--- config.mk ---
export PLATFORM = sky130hd
export DESIGN_NAME = ip_codma_mem_arbiter_flat
export DESIGN_NICKNAME = d
export VERILOG_FILES = /design/src/rtl/ip_codma_mem_arbiter_if.sv /design/src/rtl/ip_codma_mem_arbiter.sv /design/src/flat_wrapper.sv
export SDC_FILE = /design/constraint.sdc
export NUM_CORES = 1
export LEC_CHECK = 0
export ABC_AREA = 1
export BUFFER_PORTS_ARGS = -buffer_cell sky130_fd_sc_hd__buf_4
export CAP_MARGIN = 0
export CORE_AREA = 3 3 90 92
export CTS_CLUSTER_DIAMETER = 60
export CTS_CLUSTER_SIZE = 16
export DETAILED_ROUTE_END_ITERATION = 8
export DIE_AREA = 0 0 93 95
export HOLD_SLACK_MARGIN = 0.05
export SYNTH_ARGS = -nofsm -noshare
export SYNTH_HDL_FRONTEND = slang
export SYNTH_SLANG_ARGS = --single-unit
--- constraint.sdc ---
create_clock -name clk_i -period 1.8 [get_ports clk_i]
set_input_delay 0.27 -clock clk_i [delete_from_list [all_inputs] [get_ports clk_i]]
set_output_delay 0.27 -clock clk_i [all_outputs]
set_load 0.05 [all_outputs]
--- src/rtl/ip_codma_mem_arbiter_if.sv ---
// Bundle of the read-engine, write-engine and memory-port signals around the codma arbiter.
// slave: the arbiter's view. master: the surrounding engines and memory.
interface ip_codma_mem_arbiter_if #(
    parameter int AW = 32,
    parameter int DW = 32
);
    logic          rd_req_i;
    logic [AW-1:0] rd_addr_i;
    logic          rd_gnt_o;
    logic          rd_ack_o;
    logic [DW-1:0] rd_data_o;
    logic          wr_req_i;
    logic [AW-1:0] wr_addr_i;
    logic [DW-1:0] wr_data_i;
    logic          wr_gnt_o;
    logic          wr_ack_o;
    logic          mem_req_o;
    logic          mem_we_o;
    logic [AW-1:0] mem_addr_o;
    logic [DW-1:0] mem_wdata_o;
    logic          mem_ack_i;
    logic [DW-1:0] mem_rdata_i;

    modport slave (
        input  rd_req_i, rd_addr_i, wr_req_i, wr_addr_i, wr_data_i, mem_ack_i, mem_rdata_i,
        output rd_gnt_o, rd_ack_o, rd_data_o, wr_gnt_o, wr_ack_o,
               mem_req_o, mem_we_o, mem_addr_o, mem_wdata_o
    );

    modport master (
        output rd_req_i, rd_addr_i, wr_req_i, wr_addr_i, wr_data_i, mem_ack_i, mem_rdata_i,
        input  rd_gnt_o, rd_ack_o, rd_data_o, wr_gnt_o, wr_ack_o,
               mem_req_o, mem_we_o, mem_addr_o, mem_wdata_o
    );
endinterface

--- src/rtl/ip_codma_mem_arbiter.sv ---
// Round-robin arbiter with burst lock and beat-count pre-emption sharing the codma memory port
// between the DMA read and write engines.
//
// state    | meaning
// ARB_IDLE | port unowned, no memory beats issued
// ARB_RD   | read engine owns the port
// ARB_WR   | write engine owns the port
module ip_codma_mem_arbiter #(
    parameter int AW        = 32,
    parameter int DW        = 32,
    parameter int MAX_BEATS = 8
) (
    input  logic                    clk_i,
    input  logic                    reset_i,
    ip_codma_mem_arbiter_if.slave   bus,
    input  logic                    abort_i,
    output logic                    busy_o
);
    localparam int CW = $clog2(MAX_BEATS + 1);
    localparam logic [CW-1:0] MAX_CNT = CW'(MAX_BEATS);

    localparam logic [1:0] ARB_IDLE = 2'b00;
    localparam logic [1:0] ARB_RD   = 2'b01;
    localparam logic [1:0] ARB_WR   = 2'b10;

    localparam logic LG_RD = 1'b0;
    localparam logic LG_WR = 1'b1;

    logic [1:0]    state_q, state_d;
    logic          last_grant_q, last_grant_d;
    logic [CW-1:0] beat_cnt_q, beat_cnt_d;

    logic          own_rd, own_wr, own_req, oth_req;
    logic          mem_req, beat_ack;
    logic [CW-1:0] beat_inc;
    logic [AW-1:0] addr_mux;
    logic [DW-1:0] wdata_mux, rdata_mux;

    always_comb begin
        own_rd    = (state_q == ARB_RD);
        own_wr    = (state_q == ARB_WR);
        own_req   = (own_rd & bus.rd_req_i) | (own_wr & bus.wr_req_i);
        oth_req   = (own_rd & bus.wr_req_i) | (own_wr & bus.rd_req_i);
        mem_req   = own_req & ~abort_i;
        beat_ack  = mem_req & bus.mem_ack_i;
        beat_inc  = beat_cnt_q + 1'b1;
        addr_mux  = own_rd ? bus.rd_addr_i : (own_wr ? bus.wr_addr_i : '0);
        wdata_mux = own_wr ? bus.wr_data_i : '0;
        rdata_mux = (beat_ack & own_rd) ? bus.mem_rdata_i : '0;
    end

    always_comb begin
        state_d      = state_q;
        last_grant_d = last_grant_q;
        beat_cnt_d   = beat_cnt_q;
        case (state_q)
            ARB_IDLE: begin
                if (abort_i) begin
                    beat_cnt_d = '0;
                end else if (bus.rd_req_i && (!bus.wr_req_i || last_grant_q == LG_WR)) begin
                    state_d      = ARB_RD;
                    last_grant_d = LG_RD;
                    beat_cnt_d   = '0;
                end else if (bus.wr_req_i) begin
                    state_d      = ARB_WR;
                    last_grant_d = LG_WR;
                    beat_cnt_d   = '0;
                end
            end
            ARB_RD, ARB_WR: begin
                if (abort_i) begin
                    state_d    = ARB_IDLE;
                    beat_cnt_d = '0;
                end else if (!own_req) begin
                    beat_cnt_d = '0;
                    if (oth_req) begin
                        state_d      = own_rd ? ARB_WR : ARB_RD;
                        last_grant_d = own_rd ? LG_WR : LG_RD;
                    end else begin
                        state_d = ARB_IDLE;
                    end
                end else if (beat_ack) begin
                    if (beat_inc == MAX_CNT) begin
                        // burst quota used up: hand over if the other engine waits, else restart the count
                        beat_cnt_d = '0;
                        if (oth_req) begin
                            state_d      = own_rd ? ARB_WR : ARB_RD;
                            last_grant_d = own_rd ? LG_WR : LG_RD;
                        end
                    end else begin
                        beat_cnt_d = beat_inc;
                    end
                end
            end
            default: begin
                state_d    = ARB_IDLE;
                beat_cnt_d = '0;
            end
        endcase
    end

    always_ff @(posedge clk_i or posedge reset_i) begin
        if (reset_i) begin
            state_q      <= ARB_IDLE;
            last_grant_q <= LG_WR;
            beat_cnt_q   <= '0;
        end else begin
            state_q      <= state_d;
            last_grant_q <= last_grant_d;
            beat_cnt_q   <= beat_cnt_d;
        end
    end

    assign bus.rd_gnt_o    = own_rd;
    assign bus.wr_gnt_o    = own_wr;
    assign bus.rd_ack_o    = beat_ack & own_rd;
    assign bus.wr_ack_o    = beat_ack & own_wr;
    assign bus.rd_data_o   = rdata_mux;
    assign bus.mem_req_o   = mem_req;
    assign bus.mem_we_o    = own_wr;
    assign bus.mem_addr_o  = addr_mux;
    assign bus.mem_wdata_o = wdata_mux;
    assign busy_o          = (state_q != ARB_IDLE);
endmodule

--- src/flat_wrapper.sv ---
// flat-port wrapper written by rule: the top's interface ports become plain ports
module ip_codma_mem_arbiter_flat 
#(
    parameter int AW        = 32,
    parameter int DW        = 32,
    parameter int MAX_BEATS = 8
)
  (clk_i, reset_i, abort_i, busy_o, bus_rd_req_i, bus_rd_addr_i, bus_wr_req_i, bus_wr_addr_i, bus_wr_data_i, bus_mem_ack_i, bus_mem_rdata_i, bus_rd_gnt_o, bus_rd_ack_o, bus_rd_data_o, bus_wr_gnt_o, bus_wr_ack_o, bus_mem_req_o, bus_mem_we_o, bus_mem_addr_o, bus_mem_wdata_o);
  ip_codma_mem_arbiter_if #(.AW(AW), .DW(DW)) bus_i ();
  input  logic clk_i;
  input  logic reset_i;
  input  logic abort_i;
  output logic busy_o;
  input wire logic [$bits(bus_i.rd_req_i)-1:0] bus_rd_req_i;
  input wire logic [$bits(bus_i.rd_addr_i)-1:0] bus_rd_addr_i;
  input wire logic [$bits(bus_i.wr_req_i)-1:0] bus_wr_req_i;
  input wire logic [$bits(bus_i.wr_addr_i)-1:0] bus_wr_addr_i;
  input wire logic [$bits(bus_i.wr_data_i)-1:0] bus_wr_data_i;
  input wire logic [$bits(bus_i.mem_ack_i)-1:0] bus_mem_ack_i;
  input wire logic [$bits(bus_i.mem_rdata_i)-1:0] bus_mem_rdata_i;
  output wire logic [$bits(bus_i.rd_gnt_o)-1:0] bus_rd_gnt_o;
  output wire logic [$bits(bus_i.rd_ack_o)-1:0] bus_rd_ack_o;
  output wire logic [$bits(bus_i.rd_data_o)-1:0] bus_rd_data_o;
  output wire logic [$bits(bus_i.wr_gnt_o)-1:0] bus_wr_gnt_o;
  output wire logic [$bits(bus_i.wr_ack_o)-1:0] bus_wr_ack_o;
  output wire logic [$bits(bus_i.mem_req_o)-1:0] bus_mem_req_o;
  output wire logic [$bits(bus_i.mem_we_o)-1:0] bus_mem_we_o;
  output wire logic [$bits(bus_i.mem_addr_o)-1:0] bus_mem_addr_o;
  output wire logic [$bits(bus_i.mem_wdata_o)-1:0] bus_mem_wdata_o;
  assign bus_i.rd_req_i = bus_rd_req_i;
  assign bus_i.rd_addr_i = bus_rd_addr_i;
  assign bus_i.wr_req_i = bus_wr_req_i;
  assign bus_i.wr_addr_i = bus_wr_addr_i;
  assign bus_i.wr_data_i = bus_wr_data_i;
  assign bus_i.mem_ack_i = bus_mem_ack_i;
  assign bus_i.mem_rdata_i = bus_mem_rdata_i;
  assign bus_rd_gnt_o = bus_i.rd_gnt_o;
  assign bus_rd_ack_o = bus_i.rd_ack_o;
  assign bus_rd_data_o = bus_i.rd_data_o;
  assign bus_wr_gnt_o = bus_i.wr_gnt_o;
  assign bus_wr_ack_o = bus_i.wr_ack_o;
  assign bus_mem_req_o = bus_i.mem_req_o;
  assign bus_mem_we_o = bus_i.mem_we_o;
  assign bus_mem_addr_o = bus_i.mem_addr_o;
  assign bus_mem_wdata_o = bus_i.mem_wdata_o;
  ip_codma_mem_arbiter #(.AW(AW), .DW(DW), .MAX_BEATS(MAX_BEATS)) u_core (.clk_i(clk_i), .reset_i(reset_i), .bus(bus_i), .abort_i(abort_i), .busy_o(busy_o));
endmodule
==> results of run 1 <==
## worst max-delay path by stage
stage | slack (ns) | cells past startpoint | from | to
2_1_floorplan | -0.21 | 10 | u_core.state_q[1] | bus_rd_data_o[12]
3_3_place_gp | 0.01 | 10 | u_core.state_q[0] | bus_rd_data_o[2]
3_5_place_dp | -0.02 | 10 | u_core.state_q[0] | bus_rd_data_o[27]
4_1_cts | -0.20 | 10 | u_core.state_q[0] | bus_rd_data_o[27]
5_1_grt | -0.30 | 10 | u_core.state_q[0] | bus_rd_data_o[11]
6_report | -0.21 | 10 | u_core.state_q[0] | bus_rd_data_o[11]
## worst max-delay path: cells and delay by family, from the launching register on
| family | cells | cell delay, ns |
|---|---|---|
| buffers and inverters | 3 | 0.46 |
| flip-flops | 1 | 0.40 |
| AND/OR/NAND/NOR | 6 | 0.48 |
| adder cells (fa/ha/maj) | 1 | 0.16 |
## metal layers
layer  vias up  global-route usage (%)
met5         -                       0
met4         0                   2.808
met3        12                   5.100
met2        95                   40.73
met1      1331                   21.95
li1       1525                       -
## per-stage QoR
step | std cells | utilization (%) | setup WS (ns) | area [um^2]
after CTS | 692 | 60.91 | -0.1985 | 4442
after detailed placement | 685 | 56.98 | -0.02457 | 4155
after global routing | 704 | 66.37 | -0.3005 | 4840
after global placement | 685 | 56.98 | 0.009503 | 4155
after floorplan | 342 | - | -0.2081 | 2136
final | 704 | 66.37 | -0.2111 | 4840
## what timing repair did
item	CTS	global route
hold buffers	1	0
buffers inserted	2	10
gates cloned	0	2
endpoints found under the hold margin	6	0
gates resized for setup	60	80
pin swaps	1	6
endpoints found under the setup margin	95	101
## placed cells by master, fill, tap and decap left out
cell type	count
a21oi_1	3
inv_2	5
nor2_1	3
buf_6	65
buf_12	8
nand2_2	55
nor2_2	4
clkinvlp_4	31
nor2_4	33
nand4_1	1
ha_4	2
buf_4	192
nand2_1	66
dfrtp_1	6
dlygate4sd3_1	1
o211ai_1	1
clkinv_1	1
buf_8	9
clkbuf_16	2
nand3_1	41
ha_2	1
ha_1	3
o21ai_1	4
clkbuf_8	3
clkbuf_1	1
nand2_4	12
o21ai_2	1
nand3b_1	1
inv_1	45
o21ai_0	3
dfstp_2	1
nor3b_4	1
## registers in the layout (all words and copies together) (netlist names)
name,count
u_core.state_q,2
u_core.beat_cnt_q,4
u_core.last_grant_q,1
## final cells by class
class	count	area, um^2	share of cell area (%)
multi-input combinational	235	1541	31.85
clock buffer	4	45.04	0.9307
timing repair buffer	277	2529	52.25
tap	99	123.9	2.559
sequential	7	176.4	3.645
inverter	82	424.2	8.764
## cells by family (layout without fill, tap and decap cells)
kind of cell	Yosys count	in the layout
flops	7	7
buf+inv	100	363
fa+ha+maj	6	6
simple gates	217	217
compound gates	12	12
## power breakdown
part           leakage (nW)  total [mW]  switching [mW]  internal (mW)
logic                  2.41        5.53            3.44           2.08
clock network        0.0228       0.218          0.0650          0.153
registers            0.0920       0.236          0.0356          0.200
==> summary.txt, run 1 <==
Status
  • Outcome: finished, violations left
  • Failing checks: setup timing

Placed design
  • I/O Buffers: 236
  • Final Wtd Congestion: 0.8293
  • Detailed placement HPWL: 8.617 mm

Worst setup path
  • Cell repeated most along the worst path: nand2_4
  • Crit-path max FO: 8
  • Crit-path cells: buf_6 > ha_4 > nand2_4 > nand2_4 > nand2_4 > nor2_4 > nand2_4 > buf_6 > nor2_4 > buf_6
  • FF-to-FF setup slack: -0.05 ns
  • Reg-to-Reg Start: u_core.state_q[0]
  • CP startpoint kind: flop
  • Worst Path Required: 1.53 ns
  • Critical path arrival: 1.74 ns
  • R2R Path End: u_core.beat_cnt_q[3]
  • Worst path max stage delay: 0.40 ns
  • Setup crit end kind: primary output
  • Slowest cell on crit path: dfrtp_1
  • Reg2Reg Depth: 12
  • Critical path type: flop to primary output

Clock network
  • Longest Clk Path Bufs: 2
  • CTS Buf Count: 3
  • CTS tree: done
  • Clock latency on the worst-skew pair: 0.22 ns
  • CTS H-tree depth: 1
  • Sink Count: 7
  • Root Buffer: clkbuf_8
  • Clock Pin Slew Worst Setup and Hold Paths: 0.04 ns

Timing
  • Max-slew violation count: 0
  • Post-route setup slack: -0.2111 ns
  • Post-layout minimum cycle time: 2.011 ns
  • Clock Skew: 0.003868 ns
  • Worst rel slew slack: 82.01%
  • Final Hold Viols: 0
  • RSZ-0062 raised after global routing: yes
  • WHS: 0.4155 ns
  • Least-Margin Pin Slew: 0.2695 ns
  • Setup-failing EPs final: 76
  • Max Clock Freq: 0.4972 GHz
  • Setup TNS: -9.395 ns
  • Final Cycle Share: 111.7%

Yosys
  • Mux share of post-synthesis cell area: 0%
  • Dominant cells by area after synthesis: nand2_1 27%, inv_1 17%, nand3_1 12%
  • EDFF count, synth: 0
  • Synth Cell Area: 1754 um^2
  • Area share of the largest cell type after synthesis: 27.39%
  • Synth Area per Inst: 5.129 um^2
  • Cells after synthesis: 342
  • Syn Nets: 482
  • Synth Area in XOR/XNOR: 0%
  • Most common library cells after synthesis: 128 x nand2_1, 81 x inv_1, 41 x nand3_1
  • Top cell type by total area after synthesis: nand2_1
  • Ys flop type: dfrtp_1
  • Post-Synth Simple-Gate Area: 58.35%
  • Netlist cell types: 25
  • Main combinational cell family by area after synthesis: simple AND/OR/NAND/NOR gates
  • Async S/R FF share, synth: 100.0%
  • Synth Area in Adders: 4.280%
  • Yosys warns: 0
  • Complex-gate fraction of the synthesized area: 3.780%
  • Register area share after synthesis: 10.06%
  • Most common cell in the netlist: nand2_1
  • Synthesis-stage register bit count: 7

Floorplan
  • IO Pins: 237
  • Core area: 7292 um^2
  • Initial core utilization: 24.06%
  • Chip Width: 93 um
  • Cell Rows: 31
  • Die Ht: 95 um
  • Die Area: 8835 um^2

Global routing
  • Overall Global Routing Usage: 20.42%
  • Vias in the first global route: 2758
  • Total grt overflow: 0
  • Initial antenna violation count: 0
  • Pin count of the biggest net entering global routing: 26
  • First-pass GRT wire length: 14.39 mm

Route
  • DR top layer: met4
  • Routed Antenna Nets: 0
  • Avg Vias per Cell: 4.209
  • Met2 Wirelength: 5.837 mm
  • WL final: 10.34 mm
  • Initial DRT Pass Iterations: 4
  • Metal-1 WL: 3.618 mm
  • Via count: 2963
  • Met3 WL: 749 um
  • WL/cell: 14.69 um
  • Post-route DRC: 0
  • Initial DRC Count: 56

Worst hold path
  • Hold path cells: 4
  • Hold Path Origin: abort_i
  • Hold Path Class: primary input to flop
  • Hold endpoint: u_core.beat_cnt_q[0]

Power and ir drop
  • Max VDD drop: 0.9705 mV
  • PD cells: 1235 nW/um^2
  • Tot Pwr: 5.979 mW
  • P_leak: 2.521 nW

Job
  • Number of max-cap violations: 0

Layout
  • Fillers: 643
  • Final net count: 746
  • P&R area growth vs syn: 175.9%
  • Antenna Cells: 0
  • Layout cell share with drive strength beyond 1: 70.25%
Note: power is estimated with default switching activity, not from simulation.
==> run 2: changes to the inputs <==
- BUFFER_PORTS_ARGS: -buffer_cell sky130_fd_sc_hd__buf_4 -> unset
- CORE_AREA: 3 3 90 92 -> 3 3 92 94
- CTS_BUF_LIST: unset -> sky130_fd_sc_hd__clkbuf_16
- DIE_AREA: 0 0 93 95 -> 0 0 95 97
- DONT_BUFFER_PORTS: unset -> 1
==> summary.txt, run 2 (synthesized netlist as in run 1, its figures left out) <==
Global routing
  • Vias in the first global route: 2211 (was 2758)
  • First-pass GRT wire length: 12.27 mm (was 14.39 mm)
  • Pin count of the biggest net entering global routing: 56 (was 26)
  • Total grt overflow: 0 (unchanged)
  • Initial antenna violation count: 0 (unchanged)
  • Overall Global Routing Usage: 17.18% (was 20.42%)

Job
  • Number of max-cap violations: 0 (unchanged)

Status
  • Outcome: finished, violations left (unchanged)
  • Failing checks: setup timing (unchanged)

Worst setup path
  • Reg2Reg Depth: 10 (was 12)
  • Crit path from: u_core.state_q[1] (was u_core.state_q[0])
  • Cell repeated most along the worst path: nand2_4 (unchanged)
  • Critical path arrival: 1.74 ns (about the same)
  • Reg-to-Reg Start: u_core.state_q[0] (unchanged)
  • Slowest cell on crit path: dfrtp_2 (was dfrtp_1)
  • R2R Path End: u_core.state_q[0] (was u_core.beat_cnt_q[3])
  • Crit-path max FO: 7 (was 8)
  • Setup crit end kind: primary output (unchanged)
  • CP startpoint kind: flop (unchanged)
  • Critical path type: flop to primary output (unchanged)
  • FF-to-FF setup slack: 0.03 ns (was -0.05 ns)
  • Worst path max stage delay: 0.43 ns (was 0.40 ns)
  • Crit-path cells: inv_2 > ha_4 > nand2_4 > nand2_4 > nand2_4 > nor2_4 > nand2_2 > buf_12 > nor2_4 > buf_12 (was buf_6 > ha_4 > nand2_4 > nand2_4 > nand2_4 > nor2_4 > nand2_4 > buf_6 > nor2_4 > buf_6)
  • Worst Path Required: 1.53 ns (about the same)

Power and ir drop
  • P_leak: 1.589 nW (was 2.521 nW)
  • Max VDD drop: 1.090 mV (was 0.9705 mV)
  • PD cells: 1380 nW/um^2 (was 1235 nW/um^2)
  • Tot Pwr: 5.157 mW (was 5.979 mW)

Floorplan
  • Die Area: 9215 um^2 (was 8835 um^2)
  • Chip Width: 95 um (was 93 um)
  • Core area: 7727 um^2 (was 7292 um^2)
  • IO Pins: 237 (unchanged)
  • Initial core utilization: 22.70% (was 24.06%)
  • Cell Rows: 32 (was 31)
  • Die Ht: 97 um (was 95 um)

Layout
  • Most flop-heavy register: u_core.beat_cnt_q (unchanged)
  • Max FFs per register: 4 (unchanged)
  • Antenna Cells: 0 (unchanged)
  • Most frequent cells in the layout: 96 x nand2_1, 46 x inv_1, 41 x buf_12 (was 192 x buf_4, 66 x nand2_1, 65 x buf_6)
  • Largest regs: u_core.beat_cnt_q (4), u_core.state_q (2), u_core.last_grant_q (1) (unchanged)
  • Core Util, Final: 48.36% (was 66.37%)
  • Commonest non-fill, non-tap cell in the layout: nand2_1 (was buf_4)
  • Layout cell share with drive strength beyond 1: 53.71% (was 70.25%)
  • Fillers: 713 (was 643)
  • P&R area growth vs syn: 113.1% (was 175.9%)
  • Final net count: 545 (was 746)

Timing
  • Clock Skew: 0.001701 ns (was 0.003868 ns)
  • Max Clock Freq: 0.4982 GHz (was 0.4972 GHz)
  • Least-Margin Pin Slew: 0.4238 ns (was 0.2695 ns)
  • RSZ-0062 raised after global routing: yes (unchanged)
  • Worst rel slew slack: 71.75% (was 82.01%)
  • WHS: 0.2523 ns (was 0.4155 ns)
  • Final Hold Viols: 0 (unchanged)
  • Post-layout minimum cycle time: 2.007 ns (was 2.011 ns)
  • Post-route setup slack: -0.2071 ns (was -0.2111 ns)
  • Final Cycle Share: 111.5% (was 111.7%)
  • Max-slew violation count: 0 (unchanged)
  • Setup-failing EPs final: 90 (was 76)
  • Setup TNS: -13.99 ns (was -9.395 ns)

Route
  • Initial DRT Pass Iterations: 4 (unchanged)
  • WL final: 8.629 mm (was 10.34 mm)
  • Initial DRC Count: 80 (was 56)
  • Via count: 2304 (was 2963)
  • WL/cell: 17.05 um (was 14.69 um)
  • Avg Vias per Cell: 4.553 (was 4.209)
  • Post-route DRC: 0 (unchanged)
  • Routed Antenna Nets: 0 (unchanged)

Placed design
  • Detailed placement HPWL: 7.032 mm (was 8.617 mm)
  • I/O Buffers: 0 (was 236)
  • Final Wtd Congestion: 0.7701 (was 0.8293)

Clock network
  • CTS tree: done (unchanged)
  • CTS H-tree depth: 1 (unchanged)
  • Clock Pin Slew Worst Setup and Hold Paths: 0.04 ns (about the same)
  • Sink Count: 7 (unchanged)
  • Clock latency on the worst-skew pair: 0.23 ns (was 0.22 ns)
  • CTS Buf Count: 3 (unchanged)
  • Longest Clk Path Bufs: 2 (unchanged)
  • Root Buffer: clkbuf_16 (was clkbuf_8)

Worst hold path
  • Hold Path Class: primary input to flop (unchanged)
  • Hold endpoint: u_core.beat_cnt_q[1] (was u_core.beat_cnt_q[0])
  • Hold path cells: 3 (was 4)
  • Hold Path Origin: abort_i (unchanged)
-- run 2: worst max-delay path by stage --
stage	endpoint	slack [ns]	cells after the start
6_report	bus_rd_data_o[5]	-0.21	10
5_1_grt	bus_rd_data_o[17]	-0.31	10
2_1_floorplan	bus_rd_data_o[12]	-0.21	10
3_5_place_dp	bus_mem_addr_o[23]	-0.07	5
3_3_place_gp	bus_mem_addr_o[23]	-0.03	7
4_1_cts	bus_rd_data_o[19]	-0.27	10
-- run 2: routing by layer --
metal	up-vias	GRT usage [%]	part of all wire, %
met5	-	0	0
met3	13	4.355	9.1
met2	113	31.72	54
met1	1063	18.81	34
met4	0	5.105	2.5
li1	1115	-	-
-- run 2: layout make-up --
| cell class | instances | area (um^2) | share of cell area, % |
|---|---|---|---|
| multi-input cells | 236 | 1743 | 46.64 |
| repair buffers | 75 | 1184 | 31.67 |
| inverters | 82 | 426.7 | 11.42 |
| flip-flops and latches | 7 | 177.7 | 4.754 |
| well taps | 102 | 127.6 | 3.415 |
| clock buffers | 3 | 75.07 | 2.009 |
| clock inverters | 1 | 3.754 | 0.1004 |
-- run 2: worst max-delay path: cells and delay by family, from the launching register on --
kind                     cells  cell delay (ns)
adder cells (fa/ha/maj)      1             0.14
buffers and inverters        3             0.39
flip-flops                   1             0.43
AND/OR/NAND/NOR              6             0.52
-- run 2: repair_timing --
| item | 4_1_cts | 5_1_grt |
|---|---|---|
| hold buffers | 1 | 0 |
| pin swaps | 6 | 28 |
| setup buffers | 3 | 3 |
| endpoints found under the hold margin | 6 | 0 |
| gates cloned | 3 | 1 |
| gates resized for setup | 46 | 37 |
| endpoints found under the setup margin | 90 | 96 |
-- run 2: per-stage QoR --
| step | cells | worst slack [ns] | area, um^2 |
|---|---|---|---|
| after floorplan | 342 | -0.2081 | 2136 |
| after global placement | 492 | -0.03231 | 3138 |
| after detailed placement | 492 | -0.07001 | 3138 |
| after CTS | 502 | -0.2676 | 3503 |
| after global routing | 506 | -0.3080 | 3737 |
| final | 506 | -0.2071 | 3737 |
-- run 2: where the power goes --
part	leakage, nW	internal, mW	switching, mW	total [mW]
clock	0.0423	0.289	0.0882	0.377
sequential	0.0907	0.202	0.0359	0.238
combinational	1.46	1.23	3.31	4.54
total	1.59	1.72	3.43	5.16
==> run 3: changes to the inputs <==
- RECOVER_POWER: unset -> 100
==> summary.txt, run 3 (synthesized netlist as in run 1, its figures left out) <==
Status
  • Outcome: finished, violations left (unchanged)
  • Failing checks: setup timing (unchanged)

Power and ir drop
  • Max VDD drop: 1.076 mV (was 1.090 mV)
  • Clock power share: 7.3% (about the same)
  • Net Sw Frac: 66.70% (was 66.56%)
  • Internal: 1.710 mW (was 1.724 mW)
  • Combinational share of power: 88.0% (was 88.1%)
  • PD cells: 1377 nW/um^2 (was 1380 nW/um^2)
  • Flop pwr share: 4.6% (about the same)
  • Psw: 3.426 mW (was 3.432 mW)
  • P_leak: 1.587 nW (was 1.589 nW)

Clock network
  • Longest Clk Path Bufs: 2 (unchanged)
  • CTS Buf Count: 3 (unchanged)
  • Clock Pin Slew Worst Setup and Hold Paths: 0.04 ns (about the same)
  • Root Buffer: clkbuf_16 (unchanged)
  • Clock latency on the worst-skew pair: 0.23 ns (about the same)
  • Sink Count: 7 (unchanged)
  • CTS H-tree depth: 1 (unchanged)
  • CTS tree: done (unchanged)

Layout
  • P&R area growth vs syn: 112.6% (was 113.1%)
  • Fillers: 715 (was 713)
  • Max FFs per register: 4 (unchanged)
  • Layout cell share with drive strength beyond 1: 53.71% (unchanged)
  • Most flop-heavy register: u_core.beat_cnt_q (unchanged)
  • Antenna Cells: 0 (unchanged)
  • Largest regs: u_core.beat_cnt_q (4), u_core.state_q (2), u_core.last_grant_q (1) (unchanged)
  • Final net count: 545 (unchanged)
  • Most frequent cells in the layout: 96 x nand2_1, 46 x inv_1, 41 x buf_12 (unchanged)
  • Commonest non-fill, non-tap cell in the layout: nand2_1 (unchanged)
  • Design Area, Final: 3730 um^2 (was 3737 um^2)

Timing
  • Setup TNS: -13.98 ns (was -13.99 ns)
  • Worst rel slew slack: 71.92% (was 71.75%)
  • Final Hold Viols: 0 (unchanged)
  • Post-route setup slack: -0.2074 ns (was -0.2071 ns)
  • Final Cycle Share: 111.5% (about the same)
  • Setup-failing EPs final: 90 (unchanged)
  • Least-Margin Pin Slew: 0.4213 ns (was 0.4238 ns)
  • RSZ-0062 raised after global routing: yes (unchanged)
  • Post-layout minimum cycle time: 2.007 ns (about the same)
  • Max-slew violation count: 0 (unchanged)
  • Clock Skew: 0.001701 ns (about the same)
  • Max Clock Freq: 0.4982 GHz (about the same)

Global routing
  • Pin count of the biggest net entering global routing: 56 (unchanged)
  • Vias in the first global route: 2211 (unchanged)
  • First-pass GRT wire length: 12.27 mm (unchanged)
  • Initial antenna violation count: 0 (unchanged)
  • Overall Global Routing Usage: 17.18% (unchanged)
  • Total grt overflow: 0 (unchanged)

Worst setup path
  • Critical path arrival: 1.74 ns (about the same)
  • Setup crit end kind: primary output (unchanged)
  • CP startpoint kind: flop (unchanged)
  • Crit path from: u_core.state_q[1] (unchanged)
  • Worst Path Required: 1.53 ns (about the same)
  • Critical path type: flop to primary output (unchanged)
  • Crit-path max FO: 7 (unchanged)
  • Reg-to-Reg Start: u_core.state_q[0] (unchanged)

Route
  • Met2 Wirelength: 4.660 mm (was 4.659 mm)
  • Metal-1 WL: 2.983 mm (was 2.967 mm)
  • Initial DRC Count: 75 (was 80)
  • Post-route DRC: 0 (unchanged)
  • DR top layer: met4 (unchanged)
  • WL/cell: 17.03 um (was 17.05 um)
  • Avg Vias per Cell: 4.555 (was 4.553)
  • Met3 WL: 754 um (was 785 um)
  • Initial DRT Pass Iterations: 4 (unchanged)
  • WL final: 8.615 mm (was 8.629 mm)
  • Via count: 2305 (was 2304)
  • Routed Antenna Nets: 0 (unchanged)

Placed design
  • Detailed placement HPWL: 7.032 mm (unchanged)
  • DP Area: 3138 um^2 (unchanged)
  • Final Wtd Congestion: 0.7701 (unchanged)
  • I/O Buffers: 0 (unchanged)

Worst hold path
  • Hold Path Class: primary input to flop (unchanged)
  • Hold Path Origin: abort_i (unchanged)

Floorplan
  • Initial core utilization: 22.70% (unchanged)
  • Cell Rows: 32 (unchanged)
  • Die Area: 9215 um^2 (unchanged)
  • IO Pins: 237 (unchanged)
  • Chip Width: 95 um (unchanged)
  • Core area: 7727 um^2 (unchanged)
  • Die Ht: 97 um (unchanged)

Job
  • Number of max-cap violations: 0 (unchanged)
-- run 3: worst max-delay path: stages (launching register included) --
cell	delay (ns)
dfrtp_2	0.43
inv_2	0.08
ha_4	0.14
nand2_4	0.05
nand2_4	0.06
nand2_4	0.05
nor2_4	0.14
nand2_2	0.12
buf_12	0.17
nor2_4	0.10
buf_12	0.14
-- run 3: worst paths after layout --
path	end	slack (ns)	cells past startpoint
worst max-delay path	bus_rd_data_o[5]	-0.21	10
worst min-delay path	u_core.beat_cnt_q[1]	0.25	3
worst max register to register	u_core.state_q[0]	0.03	11
worst min register to register	u_core.last_grant_q	0.47	2
max in group asynchronous	u_core.last_grant_q	1.13	2
min in group asynchronous	u_core.beat_cnt_q[0]	0.40	2
-- run 3: per-layer routing --
metal | track usage, % | up-vias
li1 | - | 1118
met1 | 18.81 | 1066
met2 | 31.72 | 108
met3 | 4.355 | 13
met4 | 5.105 | 0
met5 | 0 | -
-- run 3: metrics by stage --
stage               power (mW)  instances  setup slack, ns  hold WS [ns]  util, %
detailed placement       4.187        492         -0.07001       0.09884    40.61
floorplan                3.483        342          -0.2081       0.07267        -
global placement         4.147        492         -0.03231       0.09716    40.61
global route             5.407        506          -0.3080        0.2643    48.27
CTS                      4.867        502          -0.2676        0.2535    45.34
finish                   5.136        506          -0.2074        0.2523    48.27
-- run 3: cell type report --
cell class | instances | area, um^2 | area share (%)
Multi-Input combinational cell | 236 | 1738 | 46.60
Clock inverter | 1 | 3.754 | 0.1006
Inverter | 82 | 426.7 | 11.44
Sequential cell | 7 | 177.7 | 4.763
Timing Repair Buffer | 75 | 1181 | 31.67
Clock buffer | 3 | 75.07 | 2.013
Tap cell | 102 | 127.6 | 3.422
-- run 3: power by group through the flow --
stage	Combinational, mW	Clock, mW	Sequential [mW]
floorplan	3.25	0	0.237
global placement	3.91	0	0.233
detailed placement	3.95	0	0.236
CTS	4.25	0.387	0.234
global route	4.77	0.393	0.245
finish	4.52	0.377	0.237
-- run 3: repair_timing --
| item | 4_1_cts | 5_1_grt |
|---|---|---|
| hold endpoints to repair | 6 | 0 |
| pin swaps | 6 | 28 |
| cloned | 3 | 1 |
| setup buffers | 3 | 3 |
| resized for setup | 46 | 37 |
| hold buffers | 1 | 0 |
| setup endpoints to repair | 90 | 96 |
